[src/rtl/lsu_mem_ctrl_if.sv]
`default_nettype none
// ============================================================================
// Module   : lsu_mem_ctrl_if
// Brief    : CPU request/response and word-wide memory port bundle for the LSU.
// Revision : 1.0 - initial release
// ============================================================================
interface lsu_mem_ctrl_if;
  logic        req_valid;
  logic        req_ready;
  logic        req_we;
  logic [31:0] req_addr;
  logic [31:0] req_wdata;
  logic [2:0]  req_funct3;
  logic        rsp_valid;
  logic [31:0] rsp_rdata;
  logic        rsp_err;
  logic        mem_req;
  logic        mem_gnt;
  logic        mem_we;
  logic [31:0] mem_addr;
  logic [3:0]  mem_be;
  logic [31:0] mem_wdata;
  logic        mem_rvalid;
  logic [31:0] mem_rdata;

  // slave: the controller; master: the CPU stage plus the memory it talks to
  modport slave (
    input  req_valid, req_we, req_addr, req_wdata, req_funct3,
    input  mem_gnt, mem_rvalid, mem_rdata,
    output req_ready, rsp_valid, rsp_rdata, rsp_err,
    output mem_req, mem_we, mem_addr, mem_be, mem_wdata
  );

  modport master (
    output req_valid, req_we, req_addr, req_wdata, req_funct3,
    output mem_gnt, mem_rvalid, mem_rdata,
    input  req_ready, rsp_valid, rsp_rdata, rsp_err,
    input  mem_req, mem_we, mem_addr, mem_be, mem_wdata
  );
endinterface
`default_nettype wire

[src/rtl/lsu_mem_ctrl.sv]
`default_nettype none
// ============================================================================
// Module   : lsu_mem_ctrl
// Brief    : Single-outstanding load/store controller with lane steering and
//            two-beat splitting of word-crossing accesses.
// Revision : 1.0 - initial release
// ============================================================================
module lsu_mem_ctrl #(
  parameter bit SPLIT_EN = 1'b1
) (
  input wire            clk,
  input wire            rst_n,
  lsu_mem_ctrl_if.slave bus
);

  typedef enum logic [2:0] {
    IDLE  = 3'd0,
    REQ0  = 3'd1,
    WAIT0 = 3'd2,
    REQ1  = 3'd3,
    WAIT1 = 3'd4,
    RESP  = 3'd5
  } state_t;

  state_t      r_state, w_state_nxt;
  logic        r_we;
  logic [31:0] r_addr;
  logic [2:0]  r_funct3;
  logic [31:0] r_buf0;
  logic        r_req_ready, r_rsp_valid, r_rsp_err, r_mem_req, r_mem_we;
  logic [31:0] r_rsp_rdata, r_mem_addr, r_mem_wdata;
  logic [3:0]  r_mem_be;

  logic        w_req_ready_nxt, w_rsp_valid_nxt, w_rsp_err_nxt, w_mem_req_nxt, w_mem_we_nxt;
  logic [31:0] w_rsp_rdata_nxt, w_mem_addr_nxt, w_mem_wdata_nxt, w_buf0_nxt;
  logic [3:0]  w_mem_be_nxt;
  logic        w_latch;

  logic [31:0] w_src_addr;
  logic [2:0]  w_src_funct3;
  logic        w_src_we;
  logic [3:0]  w_size_mask;
  logic [7:0]  w_mask;
  logic        w_cross, w_bad_f3, w_illegal;
  logic [31:0] w_word0, w_word1, w_wdata_rot, w_aligned, w_load;
  logic [55:0] w_pair;

  // Decode from the live request while idle, from the latched copy afterwards
  always_comb begin
    w_src_addr   = (r_state == IDLE) ? bus.req_addr   : r_addr;
    w_src_funct3 = (r_state == IDLE) ? bus.req_funct3 : r_funct3;
    w_src_we     = (r_state == IDLE) ? bus.req_we     : r_we;
    case (w_src_funct3[1:0])
      2'b00:   w_size_mask = 4'b0001;
      2'b01:   w_size_mask = 4'b0011;
      default: w_size_mask = 4'b1111;
    endcase
    w_mask  = {4'b0000, w_size_mask} << w_src_addr[1:0];
    w_cross = |w_mask[7:4];
    w_word0 = {w_src_addr[31:2], 2'b00};
    w_word1 = w_word0 + 32'd4;
    if (w_src_we)
      w_bad_f3 = !(w_src_funct3 inside {3'b000, 3'b001, 3'b010});
    else
      w_bad_f3 = w_src_funct3 inside {3'b011, 3'b110, 3'b111};
    w_illegal = w_bad_f3 || (!SPLIT_EN && w_cross);
  end

  always_comb begin
    case (bus.req_addr[1:0])
      2'b00:   w_wdata_rot = bus.req_wdata;
      2'b01:   w_wdata_rot = {bus.req_wdata[23:0], bus.req_wdata[31:24]};
      2'b10:   w_wdata_rot = {bus.req_wdata[15:0], bus.req_wdata[31:16]};
      default: w_wdata_rot = {bus.req_wdata[7:0],  bus.req_wdata[31:8]};
    endcase
  end

  // Bytes above lane 6 of the two-beat window can never be selected
  always_comb begin
    w_pair = (r_state == WAIT1) ? {bus.mem_rdata[23:0], r_buf0} : {24'd0, bus.mem_rdata};
    case (r_addr[1:0])
      2'b00:   w_aligned = w_pair[31:0];
      2'b01:   w_aligned = w_pair[39:8];
      2'b10:   w_aligned = w_pair[47:16];
      default: w_aligned = w_pair[55:24];
    endcase
    case (r_funct3)
      3'b000:  w_load = {{24{w_aligned[7]}}, w_aligned[7:0]};
      3'b001:  w_load = {{16{w_aligned[15]}}, w_aligned[15:0]};
      3'b100:  w_load = {24'd0, w_aligned[7:0]};
      3'b101:  w_load = {16'd0, w_aligned[15:0]};
      default: w_load = w_aligned;
    endcase
  end

  always_comb begin
    w_state_nxt      = r_state;
    w_req_ready_nxt  = 1'b0;
    w_rsp_valid_nxt  = 1'b0;
    w_rsp_err_nxt    = 1'b0;
    w_rsp_rdata_nxt  = 32'd0;
    w_mem_req_nxt    = 1'b0;
    w_mem_we_nxt     = r_mem_we;
    w_mem_addr_nxt   = r_mem_addr;
    w_mem_be_nxt     = r_mem_be;
    w_mem_wdata_nxt  = r_mem_wdata;
    w_buf0_nxt       = r_buf0;
    w_latch          = 1'b0;
    case (r_state)
      IDLE: begin
        w_req_ready_nxt = 1'b1;
        if (bus.req_valid) begin
          w_latch         = 1'b1;
          w_req_ready_nxt = 1'b0;
          if (w_illegal) begin
            w_state_nxt     = RESP;
            w_rsp_valid_nxt = 1'b1;
            w_rsp_err_nxt   = 1'b1;
          end else begin
            w_state_nxt     = REQ0;
            w_mem_req_nxt   = 1'b1;
            w_mem_we_nxt    = bus.req_we;
            w_mem_addr_nxt  = w_word0;
            w_mem_be_nxt    = w_mask[3:0];
            w_mem_wdata_nxt = w_wdata_rot;
          end
        end
      end
      REQ0, REQ1: begin
        w_mem_req_nxt = 1'b1;
        if (r_mem_req && bus.mem_gnt) begin
          w_mem_req_nxt = 1'b0;
          w_state_nxt   = (r_state == REQ0) ? WAIT0 : WAIT1;
        end
      end
      WAIT0: begin
        if (bus.mem_rvalid) begin
          w_buf0_nxt = bus.mem_rdata;
          if (w_cross) begin
            w_state_nxt    = REQ1;
            w_mem_req_nxt  = 1'b1;
            w_mem_addr_nxt = w_word1;
            w_mem_be_nxt   = w_mask[7:4];
          end else begin
            w_state_nxt     = RESP;
            w_rsp_valid_nxt = 1'b1;
            w_rsp_rdata_nxt = r_we ? 32'd0 : w_load;
          end
        end
      end
      WAIT1: begin
        if (bus.mem_rvalid) begin
          w_state_nxt     = RESP;
          w_rsp_valid_nxt = 1'b1;
          w_rsp_rdata_nxt = r_we ? 32'd0 : w_load;
        end
      end
      default: begin
        w_state_nxt     = IDLE;
        w_req_ready_nxt = 1'b1;
      end
    endcase
  end

  always_ff @(posedge clk or negedge rst_n) begin
    if (!rst_n) r_state <= IDLE;
    else        r_state <= w_state_nxt;
  end

  always_ff @(posedge clk or negedge rst_n) begin
    if (!rst_n) begin
      r_we        <= 1'b0;
      r_addr      <= 32'd0;
      r_funct3    <= 3'd0;
      r_buf0      <= 32'd0;
      r_req_ready <= 1'b1;
      r_rsp_valid <= 1'b0;
      r_rsp_err   <= 1'b0;
      r_rsp_rdata <= 32'd0;
      r_mem_req   <= 1'b0;
      r_mem_we    <= 1'b0;
      r_mem_addr  <= 32'd0;
      r_mem_be    <= 4'd0;
      r_mem_wdata <= 32'd0;
    end else begin
      if (w_latch) begin
        r_we     <= bus.req_we;
        r_addr   <= bus.req_addr;
        r_funct3 <= bus.req_funct3;
      end
      r_buf0      <= w_buf0_nxt;
      r_req_ready <= w_req_ready_nxt;
      r_rsp_valid <= w_rsp_valid_nxt;
      r_rsp_err   <= w_rsp_err_nxt;
      r_rsp_rdata <= w_rsp_rdata_nxt;
      r_mem_req   <= w_mem_req_nxt;
      r_mem_we    <= w_mem_we_nxt;
      r_mem_addr  <= w_mem_addr_nxt;
      r_mem_be    <= w_mem_be_nxt;
      r_mem_wdata <= w_mem_wdata_nxt;
    end
  end

  assign bus.req_ready = r_req_ready;
  assign bus.rsp_valid = r_rsp_valid;
  assign bus.rsp_err   = r_rsp_err;
  assign bus.rsp_rdata = r_rsp_rdata;
  assign bus.mem_req   = r_mem_req;
  assign bus.mem_we    = r_mem_we;
  assign bus.mem_addr  = r_mem_addr;
  assign bus.mem_be    = r_mem_be;
  assign bus.mem_wdata = r_mem_wdata;

endmodule
`default_nettype wire

[src/flat_wrapper.sv]
// flat-port wrapper written by rule: the top's interface ports become plain ports
module lsu_mem_ctrl_flat 
#(
  parameter bit SPLIT_EN = 1'b1
)
  (clk, rst_n, bus_req_valid, bus_req_we, bus_req_addr, bus_req_wdata, bus_req_funct3, bus_mem_gnt, bus_mem_rvalid, bus_mem_rdata, bus_req_ready, bus_rsp_valid, bus_rsp_rdata, bus_rsp_err, bus_mem_req, bus_mem_we, bus_mem_addr, bus_mem_be, bus_mem_wdata);
  lsu_mem_ctrl_if bus_i ();
  input wire clk;
  input wire rst_n;
  input wire logic [$bits(bus_i.req_valid)-1:0] bus_req_valid;
  input wire logic [$bits(bus_i.req_we)-1:0] bus_req_we;
  input wire logic [$bits(bus_i.req_addr)-1:0] bus_req_addr;
  input wire logic [$bits(bus_i.req_wdata)-1:0] bus_req_wdata;
  input wire logic [$bits(bus_i.req_funct3)-1:0] bus_req_funct3;
  input wire logic [$bits(bus_i.mem_gnt)-1:0] bus_mem_gnt;
  input wire logic [$bits(bus_i.mem_rvalid)-1:0] bus_mem_rvalid;
  input wire logic [$bits(bus_i.mem_rdata)-1:0] bus_mem_rdata;
  output wire logic [$bits(bus_i.req_ready)-1:0] bus_req_ready;
  output wire logic [$bits(bus_i.rsp_valid)-1:0] bus_rsp_valid;
  output wire logic [$bits(bus_i.rsp_rdata)-1:0] bus_rsp_rdata;
  output wire logic [$bits(bus_i.rsp_err)-1:0] bus_rsp_err;
  output wire logic [$bits(bus_i.mem_req)-1:0] bus_mem_req;
  output wire logic [$bits(bus_i.mem_we)-1:0] bus_mem_we;
  output wire logic [$bits(bus_i.mem_addr)-1:0] bus_mem_addr;
  output wire logic [$bits(bus_i.mem_be)-1:0] bus_mem_be;
  output wire logic [$bits(bus_i.mem_wdata)-1:0] bus_mem_wdata;
  assign bus_i.req_valid = bus_req_valid;
  assign bus_i.req_we = bus_req_we;
  assign bus_i.req_addr = bus_req_addr;
  assign bus_i.req_wdata = bus_req_wdata;
  assign bus_i.req_funct3 = bus_req_funct3;
  assign bus_i.mem_gnt = bus_mem_gnt;
  assign bus_i.mem_rvalid = bus_mem_rvalid;
  assign bus_i.mem_rdata = bus_mem_rdata;
  assign bus_req_ready = bus_i.req_ready;
  assign bus_rsp_valid = bus_i.rsp_valid;
  assign bus_rsp_rdata = bus_i.rsp_rdata;
  assign bus_rsp_err = bus_i.rsp_err;
  assign bus_mem_req = bus_i.mem_req;
  assign bus_mem_we = bus_i.mem_we;
  assign bus_mem_addr = bus_i.mem_addr;
  assign bus_mem_be = bus_i.mem_be;
  assign bus_mem_wdata = bus_i.mem_wdata;
  lsu_mem_ctrl #(.SPLIT_EN(SPLIT_EN)) u_core (.clk(clk), .rst_n(rst_n), .bus(bus_i));
endmodule
[config.mk]
export PLATFORM = sky130hd
export DESIGN_NAME = lsu_mem_ctrl_flat
export DESIGN_NICKNAME = d
export VERILOG_FILES = /design/src/rtl/lsu_mem_ctrl_if.sv /design/src/rtl/lsu_mem_ctrl.sv /design/src/flat_wrapper.sv
export SDC_FILE = /design/constraint.sdc
export NUM_CORES = 1
export LEC_CHECK = 0
export BUFFER_PORTS_ARGS = -buffer_cell sky130_fd_sc_hd__buf_2
export CAP_MARGIN = 0
export CORE_ASPECT_RATIO = 1.75
export CORE_UTILIZATION = 55
export DETAILED_ROUTE_END_ITERATION = 8
export HOLD_SLACK_MARGIN = 0.15
export PLACE_DENSITY_LB_ADDON = 0.1
export SLEW_MARGIN = 30
export SYNTH_ARGS = -nofsm -noshare
export SYNTH_HDL_FRONTEND = slang
export SYNTH_SLANG_ARGS = --single-unit
[constraint.sdc]
create_clock -name clk -period 6.18 [get_ports clk]
set_clock_uncertainty 0.15 [all_clocks]
set_input_delay 0.618 -clock clk [delete_from_list [all_inputs] [get_ports clk]]
set_output_delay 0.618 -clock clk [all_outputs]
set_load 0.02 [all_outputs]
* Word level (Yosys, flattened, before mapping)
Index checks and enable logic that the tools add are counted.
** Storage, ports and cells
- Output and inout port bits :: 105
- Logic and storage cells :: 107
- Flip-flop bits (word level) :: 176
** Operators by class
- Reductions and logical operators :: 18
- Eq/ne operators :: 23
- Mux-type cells :: 49
- Add/subtract/negate cells :: 1
- Shift operators :: 1
- Bitwise logic cells :: 1
** Operators by type and width (number)
- 32-bit two-way mux :: 9
- 32-bit one-hot mux with 3 select lines :: 2
- 32-bit one-hot mux with 2 select lines :: 2
- 32-bit one-hot mux with 4 select lines :: 1
- 56-bit two-way mux :: 1
- 32-bit by 3-bit adder with 32-bit output, second input constant :: 1
- 3-bit two-way mux :: 8
- 1-bit two-way mux :: 16
- 4-bit two-way mux :: 4
- 4-bit one-hot mux with 2 select lines :: 2
- 3-bit equality test, second input constant :: 5
- 3-bit by 2-bit equality test with 1-bit output, second input constant :: 4
- 3-bit one-hot mux with 4 select lines :: 1
- 3-bit by 1-bit equality test with 1-bit output, second input constant :: 3
- 3-bit zero test :: 3
- 2-bit != test, second input constant :: 4
- 4-bit OR reduction :: 2
- 4-bit by 2-bit << shifter with 8-bit output :: 1
- 2-bit by 1-bit equality test with 1-bit output, second input constant :: 3
- 2-bit zero test :: 3
- 1-bit one-hot mux with 3 select lines :: 2
- 3-bit nonzero test :: 2
- 5-bit AND reduction :: 1
- 2-bit equality test, second input constant :: 2
- other kinds (10) :: 11

* Logic depth before layout (Yosys ltp)
Gate-level depths: netlist of run 1.
- Depth after elaboration :: 9
- Mapped depth :: 13
- Depth with buffers taken out :: 9

* Worst setup path before layout of run 1
Ideal clock, no wire load.
- Path type :: reg-to-reg
- Start :: register u_core.r_state[0]
- End :: register u_core.r_mem_addr[26] (netlist: u_core.bus.mem_addr[26])
- Stages on the path, launching flop included :: 13
- Slack :: 2.644 ns
- Period minus slack after synthesis :: 3.536 ns
- Arrival :: 3.291 ns
- Path through :: dfrtp_1 > buf_2 > nor3_2 > buf_2 > buf_1 > nand2_1 > nand2_1 > ha_1 > nand2_1 > nor4_1 > o211ai_2 > o31a_1 > o31ai_1
** On the way
- Cells in the longest elaborated chain, start to end :: 8
- Elaborated cells between the ends (all ways) :: 32
- Classes of those cells :: add/sub (1); eq/ne (11); shift (1); mux (10); reduce/logical (9)
** RTL lines
- from (decl) :: RTL line lsu_mem_ctrl.sv:25 : state_t r_state, w_state_nxt;
- from (signal assigned) :: RTL line lsu_mem_ctrl.sv:167 : else r_state <= w_state_nxt;
- branches (longest 8 deep; another with 32-bit by 3-bit adder with 32-bit output)
- to (signal assigned) :: RTL line lsu_mem_ctrl.sv:198 : r_mem_addr <= w_mem_addr_nxt;
- to (decl) :: RTL line lsu_mem_ctrl.sv:31 : logic [31:0] r_rsp_rdata, r_mem_addr, r_mem_wdata;
Parallel ways; which one is timed is not known. The select of a mux whose other input is x is not followed.
A chain may end at the register's enable or synchronous reset.

* Worst setup path after layout of run 1
- Start :: register u_core.r_state[1]
- End :: register u_core.r_mem_addr[26] (netlist: u_core.bus.mem_addr[26])
The elaborated chain is that of the path after synthesis.

==> summary.md, run 1 <==
| Metric | Value |
|---|---|
| Average vias per placed instance | `~6.2` |
| Inserted Clock Buffers | `17` |
| Post-layout instance area | `11700 um^2` |
| IR drop worst, VDD | `about 0.00025 V` |
| Cell breakdown of the critical path | `or3_1 > buf_4 > nand2_1 > nand2_1 > ha_1 > nand2_1 > nor4_1 > o211ai_2 > o31a_1 > o31ai_1` |
| Part of the power in registers | `35.2%` |
| Post-route antenna net violation count | `0` |
| Number of buffer and inverter stages on the critical path | `1` |
| Final number of max-transition violations | `0` |
| Latest clock arrival within the worst-skew pair | `about 420 ps` |
| Die Height | `180 um` |
| Via count of the first global-routing pass | `8055` |
| Total count of hold-check failures in the final report | `0` |
| Clock Sinks | `174` |
| Fraction of final layout cells sized beyond drive strength 1 | `38.9%` |
| Outcome | `finished clean` |
| Cell area after synthesis | `9920 um^2` |
| Data required time of the worst path | `around 6400 ps` |
| Die Outline Area | `18600 um^2` |
| Hold Path Stages | `2` |
| Endpoint, Worst Hold | `u_core.r_addr[31]` |
| Achievable clock frequency | `0.268 GHz` |
| Number of cells in the design after placement | `1281` |
| Net switching power | `2.45 mW` |
| Crit path kind | `register to register` |
| Category of cells accounting for the largest share of critical-path delay | `simple AND/OR/NAND/NOR gates` |
| Synth Warn # | `0` |
| Aggregate global-route resource usage | `28.8%` |
| Register-to-Register Setup Slack | `2450 ps` |
| Number of maximum-capacitance constraint violations | `0` |
| Core occupancy in the finished layout | `66.6%` |
| Endpoint of the worst-slack reg-to-reg timing path | `u_core.bus.mem_addr[26]` |
| Number of synthesized flops with an enable pin | `0` |
| Clock tree from TritonCTS | `yes` |
| Global-route wire length before repair | `between 40 and 50 mm` |
| Initial antenna violation count | `1` |
| Fill count | `between 1000 and 1500` |
| Detailed-route via count | `between 8000 and 9000` |
| Count of H-tree levels built during CTS | `4` |
| Total area of multi-input combinational cells | `5280 um^2` |
| Wirelength, routed | `25.8 mm` |
| Power per cell area | `495 nW/um^2` |
| Iter 0 DRT Violations | `416` |
| Seq cells post-synth | `roughly 170` |
| Die X-Extent | `between 100 and 150 um` |
| I/O pin total | `210` |
| Core area | `17500 um^2` |
| Final total power | `5.78 mW` |
| Number of nets in the layout | `between 1000 and 1500` |
| Met1 capacity usage during global routing | `about a third` |
| Routing usage on met2 | `51.3%` |
| Met3 global-route usage | `4.53%` |
| Area added between synthesis and finish | `17.7%` |
| Number of distinct library cells after synthesis | `69` |
| Setup_tns | `0 ps` |
| Final period util | `60.4%` |
| Remaining global-route overflow | `0` |
| Fraction of power consumed by the clock network | `18.3%` |
| Element type at the critical path start | `register` |
| Pin count of the biggest net entering global routing | `66` |
| Cell repeated most along the worst path | `nand2_1` |
| Min-Delay Path Class | `input port to register` |
| Reg area | `4360 um^2` |
| Root Driver | `clkbuf_16` |
| Longest Clk Path Bufs | `2` |
| Proportion of register bits with asynchronous set or reset after synthesis | `100%` |
| Combinational share of power | `between 40 and 50%` |
| Cell Area, Placed | `between 10000 and 15000 um^2` |
| Syn Area/Cell | `approximately 11 um^2` |
| Internal Power | `3.33 mW` |
| Post-Synthesis Cells | `approximately 900` |
| Final Non-Filler Cells | `~1300` |
| CP max-delay cell | `dfrtp_1` |
| Most instantiated flip-flop cell in the synthesis netlist | `dfrtp_1` |
| Sw Share | `42.4%` |
| Minimum clock period | `3730 ps` |
| Arrival time worst endpoint | `about 4000 ps` |
| Routed wire length per instance | `19.6 um` |
| Crit Reg-Reg Startpoint | `u_core.r_state[1]` |
| GRT busiest layer | `met2` |
| Crit. End Element | `register` |
| Slew at the pin with the worst max-slew slack | `roughly 910 ps` |
| Standby leakage power | `about 5.2 nW` |
| Reg2Reg Depth | `10` |
| Max incr delay on CP | `790 ps` |
| Sequential share of the synthesized area | `around 44%` |
| Setup-violating endpoint count in the final report | `0` |
| Crit path max fanout | `24` |
| Std-Cell Rows | `64` |
| Count of port buffers added during placement | `207` |
| First-pass iteration count of the detailed router | `5` |
| Initial core utilization | `56.6%` |
| Routability congestion estimate from global placement | `0.914` |
| Placed wire-length estimate after detailed placement | `18.7 mm` |
| Worst relative slew slack | `38.8%` |
| Quantity of gates resized following cts | `0` |
| RSZ-0062 raised after global routing | `no` |
| Hold path startpoint | `bus_req_addr[31]` |
| DRC | `0` |
| Clock slew at reported path FFs | `approximately 70 ps` |
cells in the mapped netlist (4+ instances only):
cell | count | share of area [%]
a31oi_1 | 8 | 0.50
inv_1 | 7 | 0.26
nor4_1 | 7 | 0.44
dfrtp_1 | 173 | 44
nor3_1 | 12 | 0.61
o22ai_1 | 4 | 0.25
nand4_1 | 20 | 1.3
xnor2_1 | 9 | 0.79
mux2_2 | 109 | 12
nor2_1 | 51 | 1.9
a22oi_1 | 8 | 0.61
mux2i_1 | 63 | 6.4
and2_1 | 5 | 0.32
o31a_1 | 4 | 0.35
mux4_2 | 37 | 8.4
a21oi_1 | 37 | 1.9
buf_2 | 12 | 0.61
or2_2 | 4 | 0.25
o211ai_1 | 11 | 0.83
and3_1 | 8 | 0.50
a21o_1 | 4 | 0.30
a211oi_1 | 9 | 0.68
o21ai_0 | 51 | 2.6
o221ai_1 | 5 | 0.44
buf_1 | 14 | 0.53
o31ai_1 | 10 | 0.76
clkbuf_1 | 36 | 1.4
a21oi_2 | 10 | 0.88
nand2_1 | 77 | 2.9
nand3_1 | 26 | 1.3
o21a_1 | 6 | 0.45
per-stage QoR:
| step | setup WS (ps) | hold slack (ps) |
|---|---|---|
| detailed placement | 2430 | 316 |
| finish | 2450 | 283 |
| CTS | 2490 | 274 |
| global route | 2160 | 275 |
| floorplan | 2640 | 172 |
| global placement | 2410 | 311 |
power groups by stage:
stage	clock network (mW)	logic (mW)	registers, mW
floorplan	0	1.76	2.18
global placement	0	2.63	2.03
detailed placement	0	2.68	2.04
CTS	1.08	2.70	2.02
global route	1.12	2.92	2.10
finish	1.06	2.69	2.03
sequential cells by signal (all words and copies together) (netlist names), 3 cells and up:
| name | count |
|---|---|
| u_core.bus.mem_wdata | 32 |
| u_core.bus.mem_be | 4 |
| u_core.r_state | 3 |
| u_core.bus.mem_addr | 30 |
| u_core.r_buf0 | 32 |
| u_core.bus.rsp_rdata | 32 |
| u_core.r_addr | 32 |
| u_core.r_funct3 | 3 |
area by class of cell:
type | count | area share [%]
Sequential cell | 174 | 37.3
Clock inverter | 12 | 1.10
Multi-Input combinational cell | 651 | 45.3
Timing Repair Buffer | 219 | 9.77
Inverter | 7 | 0.225
Antenna cell | 1 | 0.0214
Tap cell | 231 | 2.48
Clock buffer | 20 | 3.83
how the worst max path moves through the flow:
stage	startpoint	cells past startpoint	to
3_3_place_gp	u_core.r_state[1]	4	u_core.bus.mem_be[0]
6_report	u_core.r_state[1]	10	u_core.bus.mem_addr[26]
3_5_place_dp	u_core.r_state[1]	10	u_core.bus.mem_addr[26]
4_1_cts	u_core.r_state[1]	10	u_core.bus.mem_addr[26]
2_1_floorplan	u_core.r_state[0]	12	u_core.bus.mem_addr[26]
5_1_grt	u_core.r_state[1]	10	u_core.bus.mem_addr[26]
cell families after synthesis:
logic type | after synthesis | share of synthesized area [%]
AO/OA/AOI/OAI | 194 | 13.1
XOR/XNOR | 10 | 0.883
adder cells (fa/ha/maj) | 1 | 0.126
buffers and inverters | 74 | 3.25
flip-flops | 174 | 43.9
multiplexers | 209 | 27.1
other | 1 | 0.0378
AND/OR/NAND/NOR | 235 | 11.5
routing by layer:
metal  up-vias  wire [um]
met5         -          0
met4         0       1070
met3        72       1430
met2       357      13700
met1      4020       9610
li1       3734          -
repair_timing:
action                                 in CTS  in global routing
setup buffers                               0                  0
endpoints found under the hold margin      52                  0
hold buffers                                1                  0
cell usage in the layout, fill, tap and decap left out, types with 20 or more instances in the layout:
master | Yosys | layout
a21oi_1 | 37 | 37
buf_2 | 12 | 204
dfrtp_1 | 173 | 172
mux2_2 | 109 | 109
mux2i_1 | 63 | 63
mux4_2 | 37 | 37
nand2_1 | 77 | 76
nand3_1 | 26 | 26
nand4_1 | 20 | 20
nor2_1 | 51 | 51
o21ai_0 | 51 | 51
worst reg2reg max path: stages, from the launching register on:
cell,delay [ps]
dfrtp_1,790
or3_1,200
buf_4,310
nand2_1,100
nand2_1,100
ha_1,200
nand2_1,110
nor4_1,770
o211ai_2,340
o31a_1,380
o31ai_1,210
No activity file was read; power rests on OpenSTA's default activity.
==> inputs of run 2 (changes only) <==
- CORE_UTILIZATION: 55 -> 50
- clock period: 6.18 -> 3.35 ns (I/O delays scaled with it)
==> run 2 against run 1 <==
Net effect: die area increased by 9.8%; clock power rose by 95%; global-route usage up 0.41 points; count of clock-buffer cells in the layout rose by 4; flip-flop and latch count unchanged; non-clock buffer count grew 89; combinational power is 96% higher; final cell count rose by 7.5%; hold slack worse by 47 ps; via count grew 2.9%; cell area grew 8.0%.
==> summary.md, run 2 (synthesized netlist as in run 1, its figures left out) <==
| Metric | Value |
|---|---|
| Final number of max-transition violations | `0 (unchanged)` |
| Inserted Clock Buffers | `17 (unchanged)` |
| I/O pin total | `210 (unchanged)` |
| Count of H-tree levels built during CTS | `4 (unchanged)` |
| Worst relative slew slack | `47.6% (was 38.8%)` |
| Wirelength, routed | `28.7 mm (was 25.8 mm)` |
| Detailed-route via count | `8421 (was 8183)` |
| Final period util | `90.5% (was 60.4%)` |
| Data required time of the worst path | `3490 ps (was 6370 ps)` |
| Arrival time worst endpoint | `3170 ps (was 3920 ps)` |
| Count of port buffers added during placement | `207 (unchanged)` |
| Die X-Extent | `108 um (was 104 um)` |
| Met3 global-route usage | `4.39% (was 4.53%)` |
| Global-route wire length before repair | `45.4 mm (was 42.2 mm)` |
| Most common library cell in the layout ignoring fill and taps | `buf_2 (unchanged)` |
| Hold path startpoint | `bus_req_wdata[27] (was bus_req_addr[31])` |
| Via count of the first global-routing pass | `8515 (was 8055)` |
| Clock Sinks | `174 (unchanged)` |
| Final-layout worst hold slack | `236 ps (was 283 ps)` |
| Number of post-CTS setup repair buffers | `0 (unchanged)` |
| Root Driver | `clkbuf_16 (unchanged)` |
| Reg2Reg Depth | `8 (was 10)` |
| Ant diodes | `0 (was 1)` |
| Aggregate global-route resource usage | `29.2% (was 28.8%)` |
| DRC | `0 (unchanged)` |
| Endpoint of the worst-slack reg-to-reg timing path | `u_core.bus.rsp_rdata[26] (was u_core.bus.mem_addr[26])` |
| Commonest cells after routing, fill and taps aside | `buf_2 (205), dfrtp_1 (172), mux2_2 (109) (was buf_2 (204), dfrtp_1 (172), mux2_2 (109))` |
| Outcome | `finished clean (unchanged)` |
| Die Outline Area | `20400 um^2 (was 18600 um^2)` |
| Crit path max fanout | `38 (was 24)` |
| Power per cell area | `873 nW/um^2 (was 495 nW/um^2)` |
| Endpoint, Worst Hold | `u_core.bus.mem_wdata[19] (was u_core.r_addr[31])` |
| Hold Path Stages | `3 (was 2)` |
| Std-Cell Rows | `67 (was 64)` |
| Clock slew at reported path FFs | `70 ps (about the same)` |
| Total count of hold-check failures in the final report | `0 (unchanged)` |
| Remaining global-route overflow | `0 (unchanged)` |
| Initial antenna violation count | `0 (was 1)` |
| Number of nets in the layout | `1265 (was 1176)` |
| Core area | `19300 um^2 (was 17500 um^2)` |
| Setup_tns | `0 ps (unchanged)` |
| RSZ-0062 raised after global routing | `no (unchanged)` |
| Min-Delay Path Class | `input port to register (unchanged)` |
| Met1 capacity usage during global routing | `32.3% (was 33.9%)` |
| Number of maximum-capacitance constraint violations | `0 (unchanged)` |
| Element type at the critical path start | `register (unchanged)` |
| Latest clock arrival within the worst-skew pair | `440 ps (was 420 ps)` |
| Post-route antenna net violation count | `0 (unchanged)` |
| Setup-violating endpoint count in the final report | `0 (unchanged)` |
| First-pass iteration count of the detailed router | `4 (was 5)` |
| Average vias per placed instance | `5.96 (was 6.22)` |
| Pin count of the biggest net entering global routing | `79 (was 66)` |
| GRT busiest layer | `met2 (unchanged)` |
| Fill count | `1582 (was 1429)` |
| Crit. End Element | `register (unchanged)` |
| Longest Clk Path Bufs | `2 (unchanged)` |
| Slew at the pin with the worst max-slew slack | `778 ps (was 910 ps)` |
| Routing usage on met2 | `53.8% (was 51.3%)` |
| Crit path kind | `register to register (unchanged)` |
| Initial core utilization | `51.5% (was 56.6%)` |
| Die Height | `188 um (was 180 um)` |
| Clock tree from TritonCTS | `yes (unchanged)` |
| Crit Reg-Reg Startpoint | `u_core.r_state[1] (unchanged)` |
| Minimum clock period | `3030 ps (was 3730 ps)` |
| Routed wire length per instance | `20.3 um (was 19.6 um)` |
| Iter 0 DRT Violations | `405 (was 416)` |
| Area added between synthesis and finish | `27.1% (was 17.7%)` |
| Routability congestion estimate from global placement | `0.931 (was 0.914)` |
| Register-to-Register Setup Slack | `320 ps (was 2450 ps)` |
| Standby leakage power | `5.58 nW (was 5.17 nW)` |
| IR drop worst, VDD | `0.000480 V (was 0.000252 V)` |
| Placed wire-length estimate after detailed placement | `20.7 mm (was 18.7 mm)` |
| Achievable clock frequency | `0.330 GHz (was 0.268 GHz)` |
| Fraction of final layout cells sized beyond drive strength 1 | `37.7% (was 38.9%)` |
run 2: stage by stage:
stage	instances	util (%)	total power, mW	setup slack, ps	instance area [um^2]
after floorplan	899	-	7.28	100	9940
after global placement	1311	58.5	8.79	420	11300
after detailed placement	1311	58.5	8.90	323	11300
after CTS	1413	65.4	11.0	320	12600
after global routing	1413	65.4	11.7	155	12600
final	1413	65.4	11.0	320	12600
run 2: repair_timing:
| item | in CTS | in global routing |
|---|---|---|
| hold buffers | 70 | 0 |
| endpoints found under the hold margin | 149 | 0 |
| gates resized for setup | 0 | 0 |
run 2: layout make-up:
class                   instances  area, um^2  area share (%)
flip-flops and latches        174        4360            34.6
clock buffers                  24         512            4.06
repair buffers                308        2030            16.1
inverters                       7        26.3           0.208
multi-input cells             651        5280            41.9
well taps                     241         302            2.39
clock inverters                 8         104           0.824
run 2: report_power, final:
part           switching [mW]  internal (mW)
clock network           0.850           1.22
logic                    3.02           2.24
registers               0.704           2.98
total                    4.57           6.44
run 2: worst max-delay path, cell delays in order (launching register included):
cell and delay (ps):
dfrtp_1 520, buf_4 250, nor3b_2 250, buf_4 300, buf_4 500, mux2i_1 340
o21ai_0 150, o21ai_0 280, o22ai_1 130
run 2: routing by layer:
metal	wire length, um	up-vias
met5	0	-
li1	-	3900
met2	16100	287
met3	1110	69
met4	1060	0
met1	10400	4165
run 2: worst max path at each step:
stage | endpoint | slack (ps) | startpoint
3_3_place_gp | u_core.bus.rsp_rdata[26] | 420 | u_core.r_state[1]
6_report | u_core.bus.rsp_rdata[26] | 320 | u_core.r_state[1]
2_1_floorplan | u_core.bus.mem_addr[26] | 100 | u_core.r_state[0]
4_1_cts | u_core.bus.rsp_rdata[26] | 320 | u_core.r_state[1]
5_1_grt | u_core.bus.rsp_rdata[26] | 150 | u_core.r_state[1]
3_5_place_dp | u_core.bus.rsp_rdata[26] | 320 | u_core.r_state[1]
==> inputs of run 3 (changes only) <==
- CORE_ASPECT_RATIO: 1.75 -> 0.7
- CORE_UTILIZATION: 50 -> 55
- clock period: 3.35 -> 3 ns (I/O delays scaled with it)
==> run 3 against run 2 <==
Net effect: largest cell class unchanged; first-iteration DRC count is 130% higher; setup slack worse by 170 ps; count of clock-buffer cells in the layout is 3 lower; final cell count is 0.14% lower; flip-flop and latch count stayed put; critical path depth is 3 higher; register-to-register slack worse by 170 ps.
==> summary.md, run 3 (synthesized netlist as in run 1, its figures left out) <==
| Metric | Value |
|---|---|
| Outcome | `finished clean (unchanged)` |
| Global-route wire length before repair | `44.5 mm (was 45.4 mm)` |
| Clock Sinks | `174 (unchanged)` |
| Average vias per placed instance | `6.12 (was 5.96)` |
| Fill count | `1328 (was 1582)` |
| Data required time of the worst path | `3190 ps (was 3490 ps)` |
| Reg area | `4360 um^2 (about the same)` |
| Total area of multi-input combinational cells | `5300 um^2 (was 5280 um^2)` |
| Routed wire length per instance | `20.1 um (was 20.3 um)` |
| Worst relative slew slack | `53.1% (was 47.6%)` |
| Detailed-route via count | `8642 (was 8421)` |
| Setup-violating endpoint count in the final report | `0 (unchanged)` |
| Post-layout worst setup margin | `146 ps (was 320 ps)` |
| Power per cell area | `972 nW/um^2 (was 873 nW/um^2)` |
| Fraction of final layout cells sized beyond drive strength 1 | `38.1% (was 37.7%)` |
| Combinational share of power | `48.9% (was 47.8%)` |
| Post-route antenna net violation count | `0 (unchanged)` |
| Minimum clock period | `2850 ps (was 3030 ps)` |
| Internal Power | `7.06 mW (was 6.44 mW)` |
| Via count of the first global-routing pass | `8129 (was 8515)` |
| First-pass iteration count of the detailed router | `5 (was 4)` |
| CP max-delay cell | `dfrtp_1 (unchanged)` |
| Root Driver | `clkbuf_16 (unchanged)` |
| Crit path kind | `register to register (unchanged)` |
| Aggregate global-route resource usage | `31.6% (was 29.2%)` |
| Std-Cell Rows | `40 (was 67)` |
| Fraction of power consumed by the clock network | `17.3% (was 18.8%)` |
| Cell breakdown of the critical path | `buf_4 > nor3_4 > nand2_1 > nand2_1 > ha_1 > nand2_1 > nor4_4 > buf_4 > o211ai_4 > o31a_1 > o31ai_1 (was buf_4 > nor3b_2 > buf_4 > buf_4 > mux2i_1 > o21ai_0 > o21ai_0 > o22ai_1)` |
| Final total power | `12.3 mW (was 11.0 mW)` |
| Max incr delay on CP | `490 ps (was 520 ps)` |
| Count of port buffers added during placement | `207 (unchanged)` |
| Number of nets in the layout | `1274 (was 1265)` |
| Clock slew at reported path FFs | `70 ps (about the same)` |
| Remaining global-route overflow | `0 (unchanged)` |
| Pin count of the biggest net entering global routing | `75 (was 79)` |
| Initial core utilization | `57.0% (was 51.5%)` |
| Element type at the critical path start | `register (unchanged)` |
| Clock tree from TritonCTS | `yes (unchanged)` |
| Total count of hold-check failures in the final report | `0 (unchanged)` |
| Commonest cells after routing, fill and taps aside | `buf_2 (206), dfrtp_1 (171), mux2_2 (109) (was buf_2 (205), dfrtp_1 (172), mux2_2 (109))` |
| Wirelength, routed | `28.3 mm (was 28.7 mm)` |
| Core area | `17400 um^2 (was 19300 um^2)` |
| Final-layout worst hold slack | `204 ps (was 236 ps)` |
| Placement Setup Slack | `137 ps (was 323 ps)` |
| Part of the power in registers | `33.9% (was 33.4%)` |
| Count of H-tree levels built during CTS | `4 (unchanged)` |
| Standby leakage power | `5.60 nW (was 5.58 nW)` |
| Final period util | `95.1% (was 90.5%)` |
| Crit path max fanout | `13 (was 38)` |
| Die X-Extent | `163 um (was 108 um)` |
| Longest Clk Path Bufs | `2 (unchanged)` |
| Crit. End Element | `register (unchanged)` |
| Inserted Clock Buffers | `17 (unchanged)` |
| Placed wire-length estimate after detailed placement | `20.0 mm (was 20.7 mm)` |
| Iter 0 DRT Violations | `936 (was 405)` |
| Initial antenna violation count | `0 (unchanged)` |
| DRC | `0 (unchanged)` |
| Die Outline Area | `18600 um^2 (was 20400 um^2)` |
| Final number of max-transition violations | `0 (unchanged)` |
| IR drop worst, VDD | `0.000575 V (was 0.000480 V)` |
| Core occupancy in the finished layout | `72.4% (was 65.4%)` |
| Latest clock arrival within the worst-skew pair | `430 ps (was 440 ps)` |
| Arrival time worst endpoint | `3040 ps (was 3170 ps)` |
| Most common library cell in the layout ignoring fill and taps | `buf_2 (unchanged)` |
| Die Height | `114 um (was 188 um)` |
| Number of maximum-capacitance constraint violations | `0 (unchanged)` |
| Slew at the pin with the worst max-slew slack | `703 ps (was 778 ps)` |
| I/O pin total | `210 (unchanged)` |
| Area added between synthesis and finish | `27.1% (about the same)` |
| Min-Delay Path Class | `input port to register (unchanged)` |
| Setup_tns | `0 ps (unchanged)` |
| Routability congestion estimate from global placement | `0.982 (was 0.931)` |
| Sw Share | `42.3% (was 41.5%)` |
| Cell repeated most along the worst path | `nand2_1 (was buf_4)` |
| Achievable clock frequency | `0.350 GHz (was 0.330 GHz)` |
| Ant diodes | `0 (unchanged)` |
| Net switching power | `5.19 mW (was 4.57 mW)` |
## run 3: cell count changes in the layout (fill, tap and decap cells not counted), sizes merged
cell | before | now
buf | 238 | 247
clkbuf | 24 | 21
clkinv | 2 | 4
bufinv | 2 | 1
clkinvlp | 4 | 5
## run 3: critical path, delay by kind of cell, from the launching register on
| kind | cells | cell delay (ps) |
|---|---|---|
| AO/OA/AOI/OAI | 3 | 720 |
| adder cells (fa/ha/maj) | 1 | 210 |
| buffers and inverters | 2 | 430 |
| flip-flops | 1 | 490 |
| AND/OR/NAND/NOR | 5 | 750 |
## run 3: path summary, 6_finish.rpt
| kind | start | to | slack, ps | depth (start not counted) |
|---|---|---|---|---|
| max in group asynchronous | rst_n | u_core.bus.mem_we | 1520 | 3 |
| min in group asynchronous | rst_n | u_core.r_addr[5] | 330 | 2 |
| worst min register to register | u_core.bus.mem_addr[5] | u_core.bus.mem_addr[5] | 330 | 2 |
| worst max-delay path | u_core.r_state[1] | u_core.bus.mem_addr[26] | 150 | 11 |
| worst max register to register | u_core.r_state[1] | u_core.bus.mem_addr[26] | 150 | 11 |
| worst min-delay path | bus_req_wdata[19] | u_core.bus.mem_wdata[19] | 200 | 3 |
## run 3: through the flow
stage,cell area (um^2),cells
detailed placement,11300,1309
CTS,12600,1410
finish,12600,1411
floorplan,9950,899
global placement,11300,1309
global route,12600,1411
## run 3: layout make-up
class / count / area share [%]
clock inverters: 10 / 0.724
well taps: 231 / 2.29
repair buffers: 317 / 16.5
clock buffers: 21 / 3.65
multi-input cells: 651 / 42.1
flip-flops and latches: 174 / 34.6
inverters: 7 / 0.208
## run 3: metal layers
| metal | part of all wire, % | GRT usage (%) |
|---|---|---|
| met4 | 1.8 | 9.69 |
| met1 | 45 | 47.9 |
| met3 | 11 | 8.62 |
| met5 | 0 | 0 |
| met2 | 42 | 43.8 |
## run 3: power groups by stage
| stage | clock [mW] | sequential (mW) | combinational (mW) |
|---|---|---|---|
| floorplan | 0 | 4.48 | 3.66 |
| finish | 2.11 | 4.15 | 5.99 |
| detailed placement | 0 | 4.15 | 5.83 |
| global route | 2.26 | 4.26 | 6.47 |
| global placement | 0 | 4.12 | 5.75 |
| CTS | 2.14 | 4.11 | 5.93 |
## run 3: what timing repair did
item / in CTS / in global routing
endpoints found under the setup margin: 0 / 2
resized for setup: 0 / 3
endpoints found under the hold margin: 154 / 0
hold buffers: 70 / 0
buffers inserted: 0 / 1
